File: config.mk
export PLATFORM = sky130hd
export DESIGN_NAME = sid_voice_wide
export DESIGN_NICKNAME = d
export VERILOG_FILES = /design/src/rtl/sid_voice_wide.sv
export SDC_FILE = /design/constraint.sdc
export NUM_CORES = 1
export LEC_CHECK = 0
export CAP_MARGIN = 10
export CORE_MARGIN = 2
export CORE_UTILIZATION = 25
export CTS_CLUSTER_DIAMETER = 150
export DETAILED_ROUTE_END_ITERATION = 10
export SLEW_MARGIN = 40
export SYNTH_ARGS = -nofsm -noshare
export SYNTH_HDL_FRONTEND = slang
export SYNTH_SLANG_ARGS = --single-unit
File: constraint.sdc
create_clock -name clk -period 4.2 [get_ports clk]
set_clock_uncertainty 0.1 [all_clocks]
set_input_delay 0.84 -clock clk [delete_from_list [all_inputs] [get_ports clk]]
set_output_delay 0.84 -clock clk [all_outputs]
set_load 0.03 [all_outputs]
File: src/rtl/sid_voice_wide.sv
// sid_voice_wide: parametrised SID voice. Phase accumulator with hard sync,
// sawtooth/triangle/pulse/noise generators, OR/AND waveform combine and
// envelope scaling by a sequential or single-cycle multiplier.
module sid_voice_wide #(
   parameter int ACC_W   = 24,
   parameter int FREQ_W  = 16,
   parameter int WAVE_W  = 12,
   parameter int PW_W    = 12,
   parameter int ENV_W   = 8,
   parameter int OUT_W   = 12,
   parameter int COMBINE = 0,
   parameter int MUL_PAR = 0
) (
   input  logic              clk,
   input  logic              rst,
   input  logic [FREQ_W-1:0] frequency,
   input  logic [PW_W-1:0]   pulse_width,
   input  logic [7:0]        control,
   input  logic [ENV_W-1:0]  env,
   input  logic              acc_msb_in,
   output logic              acc_msb_out,
   output logic [OUT_W-1:0]  voice,
   output logic              voice_valid
);

   localparam int PROD_W = WAVE_W + ENV_W;
   localparam int CNT_W  = $clog2(ENV_W + 1);

   logic ctl_noise, ctl_pulse, ctl_saw, ctl_tri, ctl_test, ctl_ring, ctl_sync;
   logic unused_gate;

   logic [ACC_W-1:0]  acc_q, acc_d;
   logic              msb_in_prev_q, msb_in_prev_d;
   logic [22:0]       lfsr_q, lfsr_d;
   logic              lfsr_clk_prev_q, lfsr_clk_prev_d;
   logic [WAVE_W-1:0] saw_q, saw_d, tri_q, tri_d, pulse_q, pulse_d, noise_q, noise_d;
   logic              tri_m;
   logic [WAVE_W-1:0] mux;
   logic [OUT_W-1:0]  voice_q, voice_d;
   logic              voice_valid_q, voice_valid_d;

   assign ctl_noise   = control[7];
   assign ctl_pulse   = control[6];
   assign ctl_saw     = control[5];
   assign ctl_tri     = control[4];
   assign ctl_test    = control[3];
   assign ctl_ring    = control[2];
   assign ctl_sync    = control[1];
   assign unused_gate = control[0];

   // Phase accumulator: test clears, falling edge of modulator MSB syncs, else add
   always_comb begin
      msb_in_prev_d = acc_msb_in;
      if (ctl_test) begin
         acc_d = '0;
      end else if (ctl_sync && msb_in_prev_q && !acc_msb_in) begin
         acc_d = '0;
      end else begin
         acc_d = acc_q + ACC_W'(frequency);
      end
   end

   // Waveform generators sampled from the current accumulator; noise LFSR clocked by acc bit
   always_comb begin
      tri_m           = ctl_saw ? 1'b0 : (ctl_ring ? acc_msb_in : acc_q[ACC_W-1]);
      saw_d           = acc_q[ACC_W-1 -: WAVE_W];
      tri_d           = acc_q[ACC_W-2 -: WAVE_W] ^ {WAVE_W{tri_m}};
      pulse_d         = {WAVE_W{acc_q[ACC_W-1 -: PW_W] > pulse_width}};
      lfsr_clk_prev_d = acc_q[ACC_W-5];
      lfsr_d          = lfsr_q;
      if (ctl_test) begin
         lfsr_d = 23'd1;
      end else if (acc_q[ACC_W-5] != lfsr_clk_prev_q) begin
         lfsr_d = {lfsr_q[21:0], lfsr_q[22] ^ lfsr_q[17]};
      end
      noise_d = lfsr_d[22 -: WAVE_W];
   end

   // Waveform combiner: OR or AND of the enabled waveforms, zero when none enabled
   always_comb begin
      mux = '0;
      if (COMBINE != 0) begin
         if (ctl_noise || ctl_pulse || ctl_saw || ctl_tri) begin
            mux = '1;
            if (ctl_noise) mux = mux & noise_q;
            if (ctl_pulse) mux = mux & pulse_q;
            if (ctl_saw)   mux = mux & saw_q;
            if (ctl_tri)   mux = mux & tri_q;
         end
      end else begin
         if (ctl_noise) mux = mux | noise_q;
         if (ctl_pulse) mux = mux | pulse_q;
         if (ctl_saw)   mux = mux | saw_q;
         if (ctl_tri)   mux = mux | tri_q;
      end
   end

   // Oscillator, waveform and output registers
   always_ff @(posedge clk or posedge rst) begin
      if (rst) begin
         acc_q           <= '0;
         msb_in_prev_q   <= 1'b0;
         lfsr_q          <= 23'd1;
         lfsr_clk_prev_q <= 1'b0;
         saw_q           <= '0;
         tri_q           <= '0;
         pulse_q         <= '0;
         noise_q         <= '0;
         voice_q         <= '0;
         voice_valid_q   <= 1'b0;
      end else begin
         acc_q           <= acc_d;
         msb_in_prev_q   <= msb_in_prev_d;
         lfsr_q          <= lfsr_d;
         lfsr_clk_prev_q <= lfsr_clk_prev_d;
         saw_q           <= saw_d;
         tri_q           <= tri_d;
         pulse_q         <= pulse_d;
         noise_q         <= noise_d;
         voice_q         <= voice_d;
         voice_valid_q   <= voice_valid_d;
      end
   end

   if (MUL_PAR != 0) begin : g_par
      // Single-cycle scaling: top OUT_W bits of mux * env every cycle
      always_comb begin
         voice_d       = OUT_W'((PROD_W'(mux) * PROD_W'(env)) >> (PROD_W - OUT_W));
         voice_valid_d = 1'b1;
      end
   end else begin : g_seq
      typedef enum logic [1:0] {LATCH, SHIFT, DONE} mul_state_t;

      mul_state_t        state_q, state_d;
      logic [WAVE_W-1:0] mcand_q, mcand_d;
      logic [PROD_W-1:0] prod_q, prod_d;
      logic [CNT_W-1:0]  cnt_q, cnt_d;
      logic [WAVE_W:0]   psum;

      // Multiplier state registers
      always_ff @(posedge clk or posedge rst) begin
         if (rst) begin
            state_q <= LATCH;
            mcand_q <= '0;
            prod_q  <= '0;
            cnt_q   <= '0;
         end else begin
            state_q <= state_d;
            mcand_q <= mcand_d;
            prod_q  <= prod_d;
            cnt_q   <= cnt_d;
         end
      end

      // Shift-add: prod holds {partial sum, remaining multiplier bits}, shifted right each step
      always_comb begin
         state_d       = state_q;
         mcand_d       = mcand_q;
         prod_d        = prod_q;
         cnt_d         = cnt_q;
         voice_d       = voice_q;
         voice_valid_d = 1'b0;
         psum          = '0;
         case (state_q)
            LATCH: begin
               mcand_d = mux;
               prod_d  = {{WAVE_W{1'b0}}, env};
               cnt_d   = '0;
               state_d = SHIFT;
            end
            SHIFT: begin
               psum   = {1'b0, prod_q[PROD_W-1:ENV_W]} + (prod_q[0] ? {1'b0, mcand_q} : '0);
               prod_d = {psum, prod_q[ENV_W-1:1]};
               cnt_d  = cnt_q + 1'b1;
               if (cnt_q == CNT_W'(ENV_W - 1)) state_d = DONE;
            end
            DONE: begin
               voice_d       = prod_q[PROD_W-1 -: OUT_W];
               voice_valid_d = 1'b1;
               state_d       = LATCH;
            end
            default: state_d = LATCH;
         endcase
      end
   end

   assign acc_msb_out = acc_q[ACC_W-1];
   assign voice       = voice_q;
   assign voice_valid = voice_valid_q;

endmodule

==> impl_metrics.py, run 1 <==
metrics = {
    "run": {
        "maxCapViolCount": 0,
    },
    "grt": {
        "grt_pass1_vias": 4705,
        "antenna_found_initial": 0,
        "grt_overflow": 0,
        "grt_pass1_wl_mm": 24.1,
        "gr-usage-all-layers_pct": 11.4,
        "grt_max_degree": 73,
    },
    "synth": {
        "synthesis.nets": 735,
        "synth_warnings": 0,
        "synth_flop_cell": "dfrtp_1",
        "synthesis.area_um2": 6450,
        "ys_async_sr_fraction_pct": 100,
        "ys_ff_latch": 124,
        "synth_cell_type_count": 58,
        "syn_inst": 645,
        "syn_area_per_cell_um2": 10.0,
        "yosysSeqAreaShare_pct": 48.1,
        "synth_edf_count": 0,
    },
    "floorplan": {
        "die_x_um": 165,
        "rows": 58,
        "die_area_um2": 27100,
        "io_pins": 61,
        "start_util_pct": 25.5,
        "die_y_um": 165,
        "core_area_um2": 25300,
    },
    "layout": {
        "drive_gt1_share_pct": 9.89,
        "area_delta_synth_final_pct": 24.6,
        "antenna_cells": 0,
        "nets": 795,
    },
    "cts": {
        "cts_tree": "yes",
        "clock-sinks": 124,
        "cts_resized": 0,
        "clockBufferDepth": 2,
        "cts_buffers": 17,
        "hold_buffers": 0,
        "h-tree-depth": 4,
        "clock_latency_ns": 0.42,
        "cts-root-buf": "clkbuf_16",
        "path_clk_slew_ns": 0.06,
        "postCtsSetupBuffers": 0,
    },
    "power": {
        "comb_power_share_pct": 25.2,
        "ir_worst_vdd_uv": 216,
        "switching_power_w": 0.00130,
        "p_int_w": 0.00277,
        "power_frac_clock_pct": 36.6,
        "power_leakage_nw": 3.62,
        "pwr-share-seq_pct": 38.1,
        "swShare_pct": 32.0,
        "powerDensity_nw_per_um2": 506,
    },
    "place": {
        "hpwl_mm": 10.3,
        "numPortBuffers": 59,
        "gp_congestion": 0.790,
    },
    "drt": {
        "wirelength_mm": 14.7,
        "dr.pass1.iters": 6,
        "ant_nets": 0,
        "drc": 0,
        "vias": 4808,
        "drtIter0Drc": 394,
        "viasPerCell": 4.59,
        "routedWlPerCell_um": 14.0,
    },
    "worst_setup_path": {
        "cp_data_arrival_time_ns": 3.17,
        "worstPathCellList": "clkdlybuf4s50_1, ha_1, fa_1, a211oi_2, o211ai_2, a41oi_4, a21oi_1, nor3_1, nor3b_2",
        "crit_path_top_delay_cell": "fa_1",
        "worst_setup_path_start_kind": "primary input",
        "end_kind": "flip-flop",
        "critPathMaxStageDelay_ns": 0.45,
        "critPathRequiredTime_ns": 4.39,
        "worst-path-max-fanout": 4,
        "critPathKind": "primary input to flip-flop",
    },
    "timing": {
        "fmax_mhz": 336,
        "fin_tns_setup_ns": 0,
        "rsz0062_at_grt": "false",
        "finalSetupViolCount": 0,
        "worst_slew_pin_slew_ns": 0.744,
        "min_period_over_period_pct": 71.0,
        "fin_crit_ns": 2.98,
        "timing.slew.headroom_pct": 50.2,
        "finalHoldViolCount": 0,
        "holdWs_ns": 0.363,
        "drv_slew": 0,
    },
    "min_path": {
        "hp-class": "flip-flop to flip-flop",
    },
    "outcome": {
        "status": "finished, final reports clean",
    },
}
==> synthesized netlist by cell type (all sizes together), types with 7 or more instances <==
master    n  area [um2]
ha       41         513
nand2    86         323
nor3     14        70.1
nand2b    7        43.8
xor2     17         149
and2     17         106
a211oi    9        82.6
dfrtp   123        3080
clkbuf   22        82.6
mux2     11         124
inv      24        90.1
o21ai    43         226
nor2     49         184
a21oi    60         308
a222oi   12         120
mux2i    11         110
xnor2    15         131
a21o      8        60.1
==> per-stage QoR <==
step | instances | power (W) | instance area, um2 | worst slack (ns) | utilization (%)
after detailed placement | 1016 | 0.00259 | 7430 | 0.797 | 29.4
final | 1048 | 0.00407 | 8040 | 1.22 | 31.8
after floorplan | 645 | 0.00229 | 6460 | 1.45 | -
after global routing | 1048 | 0.00431 | 8040 | 0.976 | 31.8
after global placement | 1016 | 0.00257 | 7430 | 0.821 | 29.4
after CTS | 1048 | 0.00410 | 8030 | 1.23 | 31.8
==> worst max-delay path, delay by kind of cell <==
family / cells / cell delay (ns)
AOI/OAI and AO/OA: 4 / 0.95
buffers and inverters: 1 / 0.42
adders and majority gates: 2 / 0.70
and+or+nand+nor: 2 / 0.27
==> cell type report <==
cell class / count / area, um2
clock buffer: 18 / 439
clock inverter: 14 / 159
fill: 2616 / 17200
inverter: 24 / 93.8
multi-input combinational: 470 / 3160
sequential: 124 / 3100
tap: 330 / 413
timing repair buffer: 68 / 671
==> flip-flops by register name, indices dropped and copies added (netlist names) <==
name           flops
acc_q             24
lfsr_q            23
g_seq.prod_q      20
g_seq.mcand_q     12
saw_q             12
tri_q             12
voice             12
g_seq.cnt_q        4
g_seq.state_q      2
msb_in_prev_q      1
pulse_q            1
voice_valid        1
==> final timing paths <==
kind	slack [ns]	startpoint	depth (start not counted)	to
worst max-delay path	1.22	frequency[0]	9	acc_q[12]$_DFF_PP0_
worst min-delay path	0.36	acc_q[12]$_DFF_PP0_	0	saw_q[0]$_DFF_PP0_
worst max register to register	1.27	g_seq.prod_q[0]$_DFFE_PP0P_	10	g_seq.prod_q[17]$_DFFE_PP0P_
worst min register to register	0.36	acc_q[12]$_DFF_PP0_	0	saw_q[0]$_DFF_PP0_
max in group asynchronous	2.44	rst	3	lfsr_q[0]$_DFFE_PP1P_
min in group asynchronous	0.74	rst	2	g_seq.cnt_q[3]$_DFFE_PP0P_
==> layout by cell type (no fill, tap or decap), types with 3 or more instances in the layout <==
cell type / count
clkinvlp_4: 4
nor2_1: 49
mux2_2: 11
a211oi_1: 6
o21ai_0: 31
xor2_1: 17
nand2_1: 86
buf_4: 8
xnor2_1: 15
inv_6: 4
and2_1: 17
nand4_1: 6
nand3_1: 4
clkbuf_16: 17
o21a_1: 4
and3_1: 6
nor3_1: 14
ha_1: 41
a211oi_2: 3
inv_1: 23
mux2i_1: 11
a21oi_1: 58
nor2b_1: 4
o21ai_1: 11
a21o_1: 8
a31oi_1: 5
a22o_1: 3
a222oi_1: 12
nand2b_1: 7
o31ai_1: 3
dfrtp_1: 123
clkdlybuf4s50_1: 59
==> per-layer routing <==
| metal | wire length [um] | share of wire (%) | up-vias | global-route usage (%) |
|---|---|---|---|---|
| li1 | - | - | 2413 | - |
| met1 | 7170 | 49 | 2274 | 15.3 |
| met2 | 6540 | 45 | 104 | 17.8 |
| met3 | 735 | 5.0 | 17 | 2.99 |
| met4 | 209 | 1.4 | 0 | 3.64 |
| met5 | 0 | 0 | - | 0 |
==> power groups by stage <==
| stage | Sequential, W | Combinational, W | Clock [W] |
|---|---|---|---|
| floorplan | 0.00157 | 0.000718 | 0 |
| global placement | 0.00156 | 0.00101 | 0 |
| detailed placement | 0.00157 | 0.00102 | 0 |
| CTS | 0.00155 | 0.00103 | 0.00152 |
| global route | 0.00158 | 0.00115 | 0.00157 |
| finish | 0.00155 | 0.00103 | 0.00149 |
==> kinds of logic (layout without fill, tap and decap cells) <==
| kind of cell | after synthesis | in the layout | share of synthesized area, % |
|---|---|---|---|
| AO/OA/AOI/OAI | 171 | 171 | 17.7 |
| multiplexers | 22 | 22 | 3.63 |
| flip-flops | 124 | 124 | 48.1 |
| buffers and inverters | 51 | 124 | 3.04 |
| AND/OR/NAND/NOR | 202 | 202 | 14.6 |
| XOR/XNOR | 32 | 32 | 4.34 |
| adder cells (fa/ha/maj) | 43 | 43 | 8.57 |
(Power assumes the default switching activity.)
==> run 2, diff against run 1 <==
==> constraint.sdc (replaced) <==
create_clock -name clk -period 3.1 [get_ports clk]
set_clock_uncertainty 0.1 [all_clocks]
set_input_delay 0.62 -clock clk [delete_from_list [all_inputs] [get_ports clk]]
set_output_delay 0.62 -clock clk [all_outputs]
set_load 0.03 [all_outputs]
==> impl_metrics.py, run 2 (synthesized netlist as in run 1, its figures left out) <==
metrics = {
    "outcome": {
        "status": "finished, final reports clean",
    },
    "layout": {
        "seqCellArea_um2": 3100,
        "final_common_cell": "dfrtp_1",
        "final_cell_mix": "123 x dfrtp_1, 86 x nand2_1, 59 x clkdlybuf4s50_1, 58 x a21oi_1, 49 x nor2_1",
        "fillCellCount": 2631,
        "antenna_cells": 0,
        "nets": 803,
        "regMostFlops": "acc_q",
        "reg_top3": "acc_q x24, lfsr_q x23, g_seq.prod_q x20",
        "largest_reg_flops": 24,
        "design_area_um2": 8150,
        "area_delta_synth_final_pct": 26.2,
        "multi_input_area_um2": 3160,
        "drive_gt1_share_pct": 10.9,
    },
    "timing": {
        "rsz0062_at_grt": "false",
        "finalSetupViolCount": 0,
        "fmax_mhz": 375,
        "timing.slew.headroom_pct": 51.5,
        "min_period_over_period_pct": 86.0,
        "holdWs_ns": 0.373,
        "fin_crit_ns": 2.67,
        "finalHoldViolCount": 0,
        "drv_slew": 0,
        "worst_slew_pin_slew_ns": 0.725,
        "fin_tns_setup_ns": 0,
    },
    "grt": {
        "grt_pass1_vias": 4828,
        "gr-usage-all-layers_pct": 11.2,
        "grt_overflow": 0,
        "grt_use_met2_pct": 17.8,
        "grt_busiest_layer": "met2",
        "met1_usage_pct": 15.0,
        "grt_pass1_wl_mm": 24.0,
        "grtUsageMet3_pct": 3.49,
        "antenna_found_initial": 0,
        "grt_max_degree": 40,
    },
    "cts": {
        "h-tree-depth": 4,
        "path_clk_slew_ns": 0.06,
        "clockBufferDepth": 2,
        "postCtsSetupBuffers": 0,
        "clock-sinks": 124,
        "cts_resized": 0,
        "cts_tree": "yes",
        "cts-root-buf": "clkbuf_16",
        "cts_buffers": 17,
        "clock_latency_ns": 0.42,
        "hold_buffers": 0,
    },
    "worst_setup_path": {
        "reg2reg_slack_ns": 0.43,
        "critPathRequiredTime_ns": 3.30,
        "timing.rr.end": "g_seq.prod_q[17]$_DFFE_PP0P_",
        "crit_family": "compound AO/OA/AOI/OAI gates",
        "worst-path-max-fanout": 3,
        "critPathMaxStageDelay_ns": 0.46,
        "crit_path_top_delay_cell": "a221oi_1",
        "worst_setup_path_start_kind": "flip-flop",
        "end_kind": "flip-flop",
        "cp_data_arrival_time_ns": 2.87,
        "cp_num_buf_inv": 1,
        "critPathKind": "flip-flop to flip-flop",
        "r2r_cells": 10,
        "worstPathCellList": "and2_1, ha_1, inv_1, fa_1, nand2b_1, a21oi_1, o21ai_0, a221oi_1, mux2i_1, nand2_1",
        "r2r_start": "g_seq.prod_q[0]$_DFFE_PP0P_",
    },
    "place": {
        "gp_congestion": 0.820,
        "placed_cell_area_um2": 7530,
        "hpwl_mm": 10.5,
        "numPortBuffers": 59,
    },
    "drt": {
        "viasPerCell": 4.59,
        "ant_nets": 0,
        "vias": 4852,
        "dr.pass1.iters": 5,
        "drc": 0,
        "wirelength_mm": 14.2,
        "drtIter0Drc": 380,
        "routedWlPerCell_um": 13.4,
    },
    "min_path": {
        "hold_path_end": "saw_q[0]$_DFF_PP0_",
        "hp-class": "flip-flop to flip-flop",
        "holdPathStages": 0,
        "min-delay-start": "acc_q[12]$_DFF_PP0_",
    },
    "run": {
        "maxCapViolCount": 0,
    },
    "floorplan": {
        "die_y_um": 165,
        "io_pins": 61,
        "core_area_um2": 25300,
        "start_util_pct": 25.5,
        "rows": 58,
        "die_area_um2": 27100,
        "die_x_um": 165,
    },
    "power": {
        "power_leakage_nw": 3.68,
        "ir_worst_vdd_uv": 313,
        "powerDensity_nw_per_um2": 685,
    },
}
run 2: how the worst max path moves through the flow:
stage | start | depth (start not counted) | slack (ns) | endpoint
2_1_floorplan | frequency[0] | 8 | 0.57 | acc_q[12]$_DFF_PP0_
3_3_place_gp | frequency[0] | 9 | 0.009 | acc_q[12]$_DFF_PP0_
3_5_place_dp | frequency[0] | 9 | 0.007 | acc_q[12]$_DFF_PP0_
4_1_cts | g_seq.mcand_q[0]$_DFFE_PP0P_ | 10 | 0.43 | g_seq.prod_q[17]$_DFFE_PP0P_
5_1_grt | g_seq.mcand_q[0]$_DFFE_PP0P_ | 10 | 0.05 | g_seq.prod_q[19]$_DFFE_PP0P_
6_report | g_seq.prod_q[0]$_DFFE_PP0P_ | 10 | 0.43 | g_seq.prod_q[17]$_DFFE_PP0P_
run 2: per-layer routing:
layer / up-vias / share of wire [%] / wire length [um]
met4: 0 / 0.56 / 79
li1: 2448 / - / -
met2: 98 / 46 / 6550
met3: 6 / 5.3 / 750
met1: 2300 / 48 / 6780
met5: - / 0 / 0
run 2: power breakdown:
part	internal, W	switching (W)
logic	0.000635	0.000773
clock network	0.00130	0.000772
registers	0.00191	0.000184
run 2: layout make-up:
type                       count  share of cell area (%)
clock inverter                14                    2.21
multi-input combinational    470                    38.8
timing repair buffer          76                    9.28
tap                          330                    5.07
inverter                      24                    1.15
clock buffer                  18                    5.39
sequential                   124                    38.1
run 2: stage by stage:
stage / util, % / setup slack [ns] / std cells / power [W]
after floorplan: - / 0.566 / 645 / 0.00311
after global placement: 29.8 / 0.00933 / 1024 / 0.00351
after detailed placement: 29.8 / 0.00664 / 1024 / 0.00354
after CTS: 32.3 / 0.429 / 1056 / 0.00564
after global routing: 32.3 / 0.0495 / 1056 / 0.00592
final: 32.3 / 0.433 / 1056 / 0.00558
==> run 3, diff against run 2 <==
--- a/config.mk
+++ b/config.mk
@@ -8,7 +8,6 @@
 export CAP_MARGIN = 10
 export CORE_MARGIN = 2
 export CORE_UTILIZATION = 25
-export CTS_CLUSTER_DIAMETER = 150
 export DETAILED_ROUTE_END_ITERATION = 10
 export SLEW_MARGIN = 40
 export SYNTH_ARGS = -nofsm -noshare
==> results of run 3 <==
The final DEF is identical to that of run 2; final timing and power are the same.
